<file path="config.mk">
export PLATFORM = sky130hd
export DESIGN_NAME = mem_exec_unit_flat
export DESIGN_NICKNAME = d
export VERILOG_FILES = /design/src/rtl/mem_exec_unit_pkg.sv /design/src/rtl/mem_exec_unit_if.sv /design/src/rtl/mem_load_align.sv /design/src/rtl/mem_exec_unit.sv /design/src/flat_wrapper.sv
export SDC_FILE = /design/constraint.sdc
export NUM_CORES = 1
export LEC_CHECK = 0
export CORE_ASPECT_RATIO = 0.8
export CORE_MARGIN = 4
export CORE_UTILIZATION = 48
export DETAILED_ROUTE_END_ITERATION = 10
export PLACE_DENSITY_LB_ADDON = 0.08
export SYNTH_ARGS = -nofsm -noshare
export SYNTH_HDL_FRONTEND = slang
export SYNTH_HIERARCHICAL = 1
export SYNTH_SLANG_ARGS = --single-unit
</file>
<file path="constraint.sdc">
create_clock -name clk -period 2.6 [get_ports clk]
set_input_delay 0.26 -clock clk [delete_from_list [all_inputs] [get_ports clk]]
set_output_delay 0.26 -clock clk [all_outputs]
set_load 0.02 [all_outputs]
</file>
<file path="src/rtl/mem_exec_unit_pkg.sv">
// Shared types and constants for the memory execution unit and its issue queue.
package mem_exec_unit_pkg;

   localparam int unsigned XLEN     = 32;
   localparam int unsigned IQ_DEPTH = 8;
   localparam int unsigned IQPOS_W  = $clog2(IQ_DEPTH);
   localparam int unsigned IMM_W    = 16;
   localparam int unsigned RD_W     = 5;

   typedef enum logic [1:0] {
      MEMOP_LW  = 2'b00,
      MEMOP_SW  = 2'b01,
      MEMOP_LB  = 2'b10,
      MEMOP_LBU = 2'b11
   } memop_e;

   typedef enum logic [2:0] {
      ST_IDLE  = 3'd0,
      ST_REQ   = 3'd1,
      ST_WAIT  = 3'd2,
      ST_WB    = 3'd3,
      ST_DRAIN = 3'd4
   } state_e;

   // Fields of the accepted packet still needed after the memory phase.
   typedef struct packed {
      memop_e               op;
      logic [IQPOS_W-1:0]   iqpos;
      logic [RD_W-1:0]      rd;
      logic [1:0]           ea_lo;
   } mem_pkt_t;

   // Effective address: base plus sign-extended offset, wrapping.
   function automatic logic [XLEN-1:0] calc_ea(input logic [XLEN-1:0] base,
                                               input logic [IMM_W-1:0] imm);
      return base + {{(XLEN-IMM_W){imm[IMM_W-1]}}, imm};
   endfunction

   // Word accesses must be 4-byte aligned; byte accesses never fault.
   function automatic logic is_misaligned(input memop_e op, input logic [1:0] ea_lo);
      return ((op == MEMOP_LW) || (op == MEMOP_SW)) && (ea_lo != 2'b00);
   endfunction

endpackage

</file>
<file path="src/rtl/mem_exec_unit_if.sv">
// Issue, data-memory and writeback buses of the memory execution unit.
interface mem_exec_unit_if;
   import mem_exec_unit_pkg::*;

   logic                 issue_valid;
   logic                 issue_ready;
   logic [1:0]           issue_op;
   logic [IQPOS_W-1:0]   issue_iqpos;
   logic [RD_W-1:0]      issue_rd;
   logic [XLEN-1:0]      issue_base;
   logic [IMM_W-1:0]     issue_imm;
   logic [XLEN-1:0]      issue_sdata;

   logic                 mem_req;
   logic                 mem_we;
   logic [XLEN-1:0]      mem_addr;
   logic [XLEN-1:0]      mem_wdata;
   logic                 mem_gnt;
   logic                 mem_rvalid;
   logic [XLEN-1:0]      mem_rdata;

   logic                 wb_valid;
   logic                 wb_ack;
   logic [IQPOS_W-1:0]   wb_iqpos;
   logic [RD_W-1:0]      wb_rd;
   logic [XLEN-1:0]      wb_value;
   logic                 wb_exc;

   // The execution unit itself.
   modport slave (
      input  issue_valid, issue_op, issue_iqpos, issue_rd, issue_base, issue_imm, issue_sdata,
      output issue_ready,
      output mem_req, mem_we, mem_addr, mem_wdata,
      input  mem_gnt, mem_rvalid, mem_rdata,
      output wb_valid, wb_iqpos, wb_rd, wb_value, wb_exc,
      input  wb_ack
   );

   // Surroundings: issue queue, data memory and writeback consumer.
   modport master (
      output issue_valid, issue_op, issue_iqpos, issue_rd, issue_base, issue_imm, issue_sdata,
      input  issue_ready,
      input  mem_req, mem_we, mem_addr, mem_wdata,
      output mem_gnt, mem_rvalid, mem_rdata,
      input  wb_valid, wb_iqpos, wb_rd, wb_value, wb_exc,
      output wb_ack
   );

endinterface

</file>
<file path="src/rtl/mem_load_align.sv">
// Selects and extends the loaded data according to op and byte offset.
module mem_load_align
   import mem_exec_unit_pkg::*;
(
   input  logic [XLEN-1:0] rdata_i,
   input  logic [1:0]      ea_lo_i,
   input  memop_e          op_i,
   output logic [XLEN-1:0] value_o
);

   logic [7:0] byte_sel;

   // Byte lane pick followed by sign/zero extension.
   always_comb begin
      byte_sel = 8'h00;
      value_o  = '0;
      case (ea_lo_i)
         2'd0:    byte_sel = rdata_i[7:0];
         2'd1:    byte_sel = rdata_i[15:8];
         2'd2:    byte_sel = rdata_i[23:16];
         default: byte_sel = rdata_i[31:24];
      endcase
      case (op_i)
         MEMOP_LW:  value_o = rdata_i;
         MEMOP_LB:  value_o = {{(XLEN-8){byte_sel[7]}}, byte_sel};
         MEMOP_LBU: value_o = {{(XLEN-8){1'b0}}, byte_sel};
         default:   value_o = '0;
      endcase
   end

endmodule

</file>
<file path="src/rtl/mem_exec_unit.sv">
// Single-outstanding load/store unit between the IQ mem scheduler and data memory.
module mem_exec_unit
   import mem_exec_unit_pkg::*;
(
   input  logic            clk,
   input  logic            nrst,
   input  logic            flush,
   mem_exec_unit_if.slave  bus
);

   state_e              state_q;
   mem_pkt_t            pkt_q;
   logic                req_q, we_q;
   logic [XLEN-1:0]     addr_q, wdata_q;
   logic [XLEN-1:0]     res_q;
   logic                res_exc_q;
   logic                wbv_q, wbexc_q;
   logic [XLEN-1:0]     wbval_q;
   logic [IQPOS_W-1:0]  wbpos_q;
   logic [RD_W-1:0]     wbrd_q;

   logic [XLEN-1:0]     ea_d;
   memop_e              op_d;
   logic [XLEN-1:0]     ld_val;

   assign op_d = memop_e'(bus.issue_op);
   assign ea_d = calc_ea(bus.issue_base, bus.issue_imm);

   mem_load_align u_align (
      .rdata_i (bus.mem_rdata),
      .ea_lo_i (pkt_q.ea_lo),
      .op_i    (pkt_q.op),
      .value_o (ld_val)
   );

   // Ready is the only combinational output: it must drop in the flush cycle itself.
   assign bus.issue_ready = nrst & ~flush & (state_q == ST_IDLE);
   assign bus.mem_req     = req_q;
   assign bus.mem_we      = we_q;
   assign bus.mem_addr    = addr_q;
   assign bus.mem_wdata   = wdata_q;
   assign bus.wb_valid    = wbv_q;
   assign bus.wb_exc      = wbexc_q;
   assign bus.wb_value    = wbval_q;
   assign bus.wb_iqpos    = wbpos_q;
   assign bus.wb_rd       = wbrd_q;

   // Issue acceptance, memory handshake and writeback sequencing; flush wins every cycle.
   always_ff @(posedge clk) begin
      if (!nrst) begin
         state_q   <= ST_IDLE;
         pkt_q     <= '0;
         req_q     <= 1'b0;
         we_q      <= 1'b0;
         addr_q    <= '0;
         wdata_q   <= '0;
         res_q     <= '0;
         res_exc_q <= 1'b0;
         wbv_q     <= 1'b0;
         wbexc_q   <= 1'b0;
         wbval_q   <= '0;
         wbpos_q   <= '0;
         wbrd_q    <= '0;
      end else begin
         unique case (state_q)
            ST_IDLE: begin
               if (bus.issue_valid && !flush) begin
                  pkt_q.op    <= op_d;
                  pkt_q.iqpos <= bus.issue_iqpos;
                  pkt_q.rd    <= bus.issue_rd;
                  pkt_q.ea_lo <= ea_d[1:0];
                  if (is_misaligned(op_d, ea_d[1:0])) begin
                     res_q     <= '0;
                     res_exc_q <= 1'b1;
                     state_q   <= ST_WB;
                  end else begin
                     req_q   <= 1'b1;
                     we_q    <= (op_d == MEMOP_SW);
                     addr_q  <= {ea_d[XLEN-1:2], 2'b00};
                     wdata_q <= bus.issue_sdata;
                     state_q <= ST_REQ;
                  end
               end
            end
            ST_REQ: begin
               // A grant commits the access even when flushed in the same cycle.
               if (bus.mem_gnt) begin
                  req_q <= 1'b0;
                  we_q  <= 1'b0;
                  if (pkt_q.op == MEMOP_SW) begin
                     if (flush) begin
                        state_q <= ST_IDLE;
                     end else begin
                        res_q     <= '0;
                        res_exc_q <= 1'b0;
                        state_q   <= ST_WB;
                     end
                  end else begin
                     state_q <= flush ? ST_DRAIN : ST_WAIT;
                  end
               end else if (flush) begin
                  req_q   <= 1'b0;
                  we_q    <= 1'b0;
                  state_q <= ST_IDLE;
               end
            end
            ST_WAIT: begin
               if (flush) begin
                  state_q <= bus.mem_rvalid ? ST_IDLE : ST_DRAIN;
               end else if (bus.mem_rvalid) begin
                  res_q     <= ld_val;
                  res_exc_q <= 1'b0;
                  state_q   <= ST_WB;
               end
            end
            ST_DRAIN: begin
               if (bus.mem_rvalid) begin
                  state_q <= ST_IDLE;
               end
            end
            ST_WB: begin
               // Result is presented one cycle after entering WB, then held until ack.
               if (flush || (wbv_q && bus.wb_ack)) begin
                  wbv_q   <= 1'b0;
                  wbexc_q <= 1'b0;
                  state_q <= ST_IDLE;
               end else if (!wbv_q) begin
                  wbv_q   <= 1'b1;
                  wbexc_q <= res_exc_q;
                  wbval_q <= res_q;
                  wbpos_q <= pkt_q.iqpos;
                  wbrd_q  <= pkt_q.rd;
               end
            end
            default: state_q <= ST_IDLE;
         endcase
      end
   end

endmodule

</file>
<file path="src/flat_wrapper.sv">
// flat-port wrapper written by rule: the top's interface ports become plain ports
module mem_exec_unit_flat import mem_exec_unit_pkg::*;
  (clk, nrst, flush, bus_issue_valid, bus_issue_op, bus_issue_iqpos, bus_issue_rd, bus_issue_base, bus_issue_imm, bus_issue_sdata, bus_issue_ready, bus_mem_req, bus_mem_we, bus_mem_addr, bus_mem_wdata, bus_mem_gnt, bus_mem_rvalid, bus_mem_rdata, bus_wb_valid, bus_wb_iqpos, bus_wb_rd, bus_wb_value, bus_wb_exc, bus_wb_ack);
  mem_exec_unit_if bus_i ();
  input  logic clk;
  input  logic nrst;
  input  logic flush;
  input wire logic [$bits(bus_i.issue_valid)-1:0] bus_issue_valid;
  input wire logic [$bits(bus_i.issue_op)-1:0] bus_issue_op;
  input wire logic [$bits(bus_i.issue_iqpos)-1:0] bus_issue_iqpos;
  input wire logic [$bits(bus_i.issue_rd)-1:0] bus_issue_rd;
  input wire logic [$bits(bus_i.issue_base)-1:0] bus_issue_base;
  input wire logic [$bits(bus_i.issue_imm)-1:0] bus_issue_imm;
  input wire logic [$bits(bus_i.issue_sdata)-1:0] bus_issue_sdata;
  output wire logic [$bits(bus_i.issue_ready)-1:0] bus_issue_ready;
  output wire logic [$bits(bus_i.mem_req)-1:0] bus_mem_req;
  output wire logic [$bits(bus_i.mem_we)-1:0] bus_mem_we;
  output wire logic [$bits(bus_i.mem_addr)-1:0] bus_mem_addr;
  output wire logic [$bits(bus_i.mem_wdata)-1:0] bus_mem_wdata;
  input wire logic [$bits(bus_i.mem_gnt)-1:0] bus_mem_gnt;
  input wire logic [$bits(bus_i.mem_rvalid)-1:0] bus_mem_rvalid;
  input wire logic [$bits(bus_i.mem_rdata)-1:0] bus_mem_rdata;
  output wire logic [$bits(bus_i.wb_valid)-1:0] bus_wb_valid;
  output wire logic [$bits(bus_i.wb_iqpos)-1:0] bus_wb_iqpos;
  output wire logic [$bits(bus_i.wb_rd)-1:0] bus_wb_rd;
  output wire logic [$bits(bus_i.wb_value)-1:0] bus_wb_value;
  output wire logic [$bits(bus_i.wb_exc)-1:0] bus_wb_exc;
  input wire logic [$bits(bus_i.wb_ack)-1:0] bus_wb_ack;
  assign bus_i.issue_valid = bus_issue_valid;
  assign bus_i.issue_op = bus_issue_op;
  assign bus_i.issue_iqpos = bus_issue_iqpos;
  assign bus_i.issue_rd = bus_issue_rd;
  assign bus_i.issue_base = bus_issue_base;
  assign bus_i.issue_imm = bus_issue_imm;
  assign bus_i.issue_sdata = bus_issue_sdata;
  assign bus_issue_ready = bus_i.issue_ready;
  assign bus_mem_req = bus_i.mem_req;
  assign bus_mem_we = bus_i.mem_we;
  assign bus_mem_addr = bus_i.mem_addr;
  assign bus_mem_wdata = bus_i.mem_wdata;
  assign bus_i.mem_gnt = bus_mem_gnt;
  assign bus_i.mem_rvalid = bus_mem_rvalid;
  assign bus_i.mem_rdata = bus_mem_rdata;
  assign bus_wb_valid = bus_i.wb_valid;
  assign bus_wb_iqpos = bus_i.wb_iqpos;
  assign bus_wb_rd = bus_i.wb_rd;
  assign bus_wb_value = bus_i.wb_value;
  assign bus_wb_exc = bus_i.wb_exc;
  assign bus_i.wb_ack = bus_wb_ack;
  mem_exec_unit u_core (.clk(clk), .nrst(nrst), .flush(flush), .bus(bus_i));
endmodule
</file>
=== Word level (Yosys, flattened, before mapping) ===
Index checks and enable logic that the tools add are counted.

* Bits in registers: 154
* Bits of input ports: 129
* Output and inout port bits: 109
* Word-level logic and storage cells: 108

* Add/subtract/negate cells: 1
* Equality and inequality tests: 23
* Mux-type cells: 42
* Bitwise gates (word level): 6
* Reductions and logical operators: 20

{| class="wikitable"
|+ Operator list
! operator !! count
|-
| $mux 32 || 7
|-
| $pmux 32 s3 || 2
|-
| $add 32x32->32 || 1
|-
| $mux 3 || 10
|-
| $pmux 8 s3 || 1
|-
| $ne 2x2->1 const B || 9
|-
| $mux 1 || 16
|-
| $pmux 3 s5 || 1
|-
| $reduce_and 8->1 || 1
|-
| $eq 2x1->1 const B || 3
|-
| $eq 2x2->1 const B || 3
|-
| $eq 3x2->1 const B || 2
|-
| $logic_not 2->1 || 3
|-
| $ne 3x3->1 const B || 2
|-
| $reduce_and 3->1 || 2
|-
| $reduce_and 5->1 || 1
|-
| $mux 2 || 2
|-
| $ne 2x1->1 const B || 2
|-
| $not 1->1 || 4
|-
| $pmux 1 s2 || 2
|-
| $reduce_and 2->1 || 2
|-
| $reduce_and 4->1 || 1
|-
| $reduce_bool 2->1 || 2
|-
| $eq 3x1->1 const B || 1
|-
| other kinds (8) || 12
|}

=== Longest topological paths before layout ===
* Word-level depth: 6
* Gate-level depth with buffers: 10
* Mapped depth without buffers: 9

=== Modules after synthesis ===
The synthesis kept the hierarchy.

{| class="wikitable"
|+ By module, submodules not included
! module !! instances !! cells each !! area an instance (um^2) !! seq. area each (um^2)
|-
| mem_exec_unit || 1 || 964 || 7729.9 || 3083.0
|-
| mem_load_align || 1 || 76 || 555.5 || 0.0
|}

=== Worst setup path before layout ===
OpenSTA, ideal clock, no wires.

* Kind: in2reg
* Start: input bus_issue_base[0]
* End: register u_core.addr_q[30] (netlist: u_core/bus.mem_addr[30])
* Setup time: 120 ps
* Arrival: 2232 ps
* Required time: 2480 ps
* Setup slack: 248 ps
* Cell stages on the path: 9
* Path buffers: 0
* Cell sequence: ha_1 fa_1 a21oi_2 o21ai_2 a211oi_2 nor4b_4 a2111oi_4 mux2i_1 o21ai_1

* Cells in the longest elaborated chain, start to end: 5

{| class="wikitable"
|+ RTL lines
! element !! RTL line !! text
|-
| from (decl) || flat_wrapper.sv:12 || <nowiki>input wire logic [$bits(bus_i.issue_base)-1:0] bus_issue_base;</nowiki>
|-
| $add 32x32->32 (*) || mem_exec_unit_pkg.sv:36 || <nowiki>return base + {{(XLEN-IMM_W){imm[IMM_W-1]}}, imm};</nowiki>
|-
| $reduce_bool 2->1 || mem_exec_unit_pkg.sv:41 || <nowiki>return ((op == MEMOP_LW) || (op == MEMOP_SW)) && (ea_lo != 2'b00);</nowiki>
|-
| $logic_and 1x1->1 || mem_exec_unit_pkg.sv:41 ||
|-
| $not 1->1 (no source line) || n/a ||
|-
| $reduce_and 3->1 (no source line) || n/a ||
|-
| to (signal assigned) || mem_exec_unit.sv:79 || <nowiki>addr_q <= {ea_d[XLEN-1:2], 2'b00};</nowiki>
|-
| to (decl) || mem_exec_unit.sv:14 || <nowiki>logic [XLEN-1:0] addr_q, wdata_q;</nowiki>
|}

Mark *: on every way between the ends. The rest lies on a longest branch, timed or not.
A chain may end at the register's enable or synchronous reset.

=== Worst setup path in the final report ===
Ends and elaborated chain as after synthesis.

==> impl_metrics.toml <==
[status]
outcome = "finished clean"

[timing]
maxClockFrequency_ghz = 0.408
min_period_ns = 2.45
clock-skew-final_ns = 0.00972
final-setup-viol-count = 0
hold-worst-slack_ns = 0.395
worst_pin_slew_ns = 0.895
hold_viol_final = 0
setup_repair_after_global_routing_missed_its_margin = "no"
slew_headroom_pct = 40.3
part_of_the_cycle_the_worst_path_needs_pct = 94.4
finalMaxSlewViolations = 0

[setup_path]
cpLargestDelayFamily = "compound AO/OA/AOI/OAI gates"
start_kind = "input port"
critical-path-slowest-cell = "sky130_fd_sc_hd__clkdlybuf4s50_1"
crit_path_max_incr_delay_ns = 0.41
reg2reg_start = "u_core/pkt_q[11]"
setup.worst_path.end_class = "flip-flop"
r2r_end = "u_core/res_q[22]"
ff2ff_path_depth = 5
path_buf_inv = 2
cp_max_fo = 4
worstSetupPathType = "in -> reg"
critical_path.cell_chain = "clkdlybuf4s50_1, ha_1, fa_1, a21oi_2, o21ai_2, a211oi_2, nor4b_4, a2111oi_4, buf_4, mux2i_1, o21ai_1"
regToRegSetupSlack_ns = 0.38
required_ns = 2.90
worstPathArrival_ns = 2.76

[logic_synthesis]
number_of_flops_mapped_to_enable_cells_by_yosys = 0
yosys-top-cells-area = "sky130_fd_sc_hd__dfxtp_1 (37%), sky130_fd_sc_hd__nand2_1 (12%), sky130_fd_sc_hd__a21boi_0 (10%)"
synth.avg_cell_area_um2 = 7.97
synth_cell_types = 71
yosys.area.top_type_share_pct = 37.2
cell_type_with_the_highest_aggregate_area_in_the_netlist = "sky130_fd_sc_hd__dfxtp_1"
synth_adder_area_share_pct = 4.92
synth_async_sr_flop_share_pct = 0
dominantRegCellSynth = "sky130_fd_sc_hd__dfxtp_1"
share_of_synthesized_area_occupied_by_flip_flops_and_latches_pct = 37.2
synth.mux.area_fraction_pct = 1.74
ys_ff_latch = 154
synth-compound-area-share_pct = 26.2
synth.cell_area_um2 = 8290
main_combinational_cell_family_by_area_after_synthesis = "compound AO/OA/AOI/OAI gates"
synth_cells = 1040
synthTopCellsByCount = "sky130_fd_sc_hd__nand2_1 (270), sky130_fd_sc_hd__dfxtp_1 (154), sky130_fd_sc_hd__a21boi_0 (114)"
yosys.cell_count.top_type = "sky130_fd_sc_hd__nand2_1"
yosys.area_share.xor_xnor_pct = 2.54
count_of_warnings_emitted_by_yosys = 6
synthSimpleGateAreaFrac_pct = 22.7

[drt]
detail_route.iter0.violations = 698
route.final.wire_length_um = 25700
detailroute.via_count = 8397
routedWlPerCell_um = 16.5
antenna_left = 0
firstDrtPassIters = 5
drt_drc_violations_left = 0
viasPerCell = 5.40

[floorplanning]
boundaryPins = 238
floorplan.core_area_um2 = 16800
start_util_pct = 49.4
fp.dieArea_um2 = 19400
placementRows = 42
die_height_um = 126
chipWidth_um = 155

[placement]
numPlacedInstances = 1522
port_buffers = 235
placed_cell_area_um2 = 11400
gp_congestion = 0.918
dpl.hpwl_um = 19200

[worst_hold_path]
min_delay_path_depth = 3
worst_min_delay_path_category = "in -> reg"
endpoint_of_the_worst_hold_timing_path = "u_core/bus.mem_wdata[20]"
min_from = "bus_issue_sdata[20]"

[power]
power_per_cell_area_nw_per_um2 = 619
peakVddDrop_mv = 0.496
static-leakage-power_nw = 4.52
design_power_total_w = 0.00740

[clocking]
clk_pin_slew_worst_paths_ns = 0.07
post-cts-setup-buffer-count = 0
cts_htree_levels = 4
cts.root.buffer_cell = "sky130_fd_sc_hd__clkbuf_16"
clockBufferDepth = 2
cts.sink_count = 154
cts_made_buffers = 17
post_cts.resized_instances = 0
tritoncts = "done"
clock_insertion_delay_worst_skew_ns = 0.42
cts_hold_buf = 0

[final_layout]
drive_above_1_share_pct = 12.0
insertedDiodeCount = 0
fin_cells = 1554
areaGrowthSynthToFinish_pct = 44.3
design.final.nets = 1482
post-route-cell-area_um2 = 12000
finalCoreUtilization_pct = 71.3

[global_routing]
via_count_of_the_first_global_routing_pass = 8099
antenna_violations_before_repair = 1
grt_pass1_wl_um = 41200
gr-usage-all-layers_pct = 25.9
global_route_overflow = 0
grt_max_degree = 89

[flow_run]
cap_viol_max_count = 0
==> cell usage in the layout, fill, tap and decap left out, drive strengths merged, types with 4 or more instances in the layout <==
cell / n
inv: 13
a21o: 28
nor3: 10
clkdlybuf4s50: 234
nor2b: 9
o211ai: 13
and3: 8
a21boi: 123
clkinv: 8
nand4: 17
mux2i: 11
nand3: 47
buf: 106
clkbuf: 19
a21oi: 49
nor3b: 7
o21ai: 48
a31oi: 4
ha: 31
xor2: 14
dfxtp: 154
o21a: 7
a211o: 8
and2: 12
nand2: 270
nor2: 28
xnor2: 10
==> per-layer routing <==
metal  GRT usage (%)  part of all wire, %  up-vias
li1                -                    -     4174
met1            34.6                   44     3873
met2            39.0                   43      304
met3            9.88                   10       44
met4            7.89                  2.2        2
met5               0                0.047        -
==> worst register-to-register path, stage by stage (launching register included) <==
cell and delay, ns:
sky130_fd_sc_hd__dfxtp_1 0.49, sky130_fd_sc_hd__clkinv_1 0.35, sky130_fd_sc_hd__nor3b_4 0.83, sky130_fd_sc_hd__a21o_1 0.19, sky130_fd_sc_hd__nand3_1 0.08, sky130_fd_sc_hd__a21boi_0 0.20
==> report_power, final <==
| part | internal, W | leakage (nW) | switching [W] |
|---|---|---|---|
| Sequential | 0.00252 | 1.25 | 0.000108 |
| Clock | 0.00130 | 0.282 | 0.00107 |
| Combinational | 0.00106 | 2.99 | 0.00135 |
| Total | 0.00488 | 4.52 | 0.00252 |
==> how the worst max path moves through the flow <==
stage | from | endpoint | slack (ns) | cells after the start
2_1_floorplan | bus_issue_base[0] | u_core/bus.mem_addr[30] | 0.25 | 9
3_3_place_gp | bus_issue_base[0] | u_core/bus.mem_addr[30] | -0.24 | 11
3_5_place_dp | bus_issue_base[0] | u_core/bus.mem_addr[30] | -0.31 | 11
4_1_cts | bus_issue_base[0] | u_core/bus.mem_addr[30] | 0.14 | 11
5_1_grt | bus_issue_base[0] | u_core/bus.mem_addr[30] | 0.03 | 11
6_report | bus_issue_base[0] | u_core/bus.mem_addr[30] | 0.15 | 11
==> cell type report <==
type                    instances  area [µm²]
fillers                      1400        4810
inverters                       8        30.0
well taps                     220         275
clock buffers                  19         453
multi-input cells             800        4830
clock inverters                13         108
repair buffers                340        3180
flip-flops and latches        154        3080
==> logic make-up after synthesis <==
| kind of cell | Yosys count |
|---|---|
| compound gates | 310 |
| xor+xnor | 24 |
| fa+ha+maj | 32 |
| buf+inv | 87 |
| flops | 154 |
| mux | 13 |
| other cells | 1 |
| simple gates | 419 |
==> per-stage QoR <==
stage               setup WS, ns  TNS, ns
finish                     0.146        0
global route              0.0324        0
CTS                        0.144        0
detailed placement        -0.306    -7.85
global placement          -0.241    -4.92
floorplan                  0.249        0
==> state kept, by name (all words and copies together) (netlist names) <==
name                  cells
u_core/bus.wb_valid       1
u_core/bus.wb_exc         1
u_core/pkt_q             12
u_core/bus.mem_wdata     32
u_core/bus.wb_rd          5
u_core/bus.mem_req        1
u_core/state_q            3
u_core/bus.mem_addr      30
u_core/bus.wb_value      32
u_core/bus.wb_iqpos       3
u_core/res_q             32
u_core/res_exc_q          1
u_core/bus.mem_we         1
Note: power is estimated with default switching activity, not from simulation.
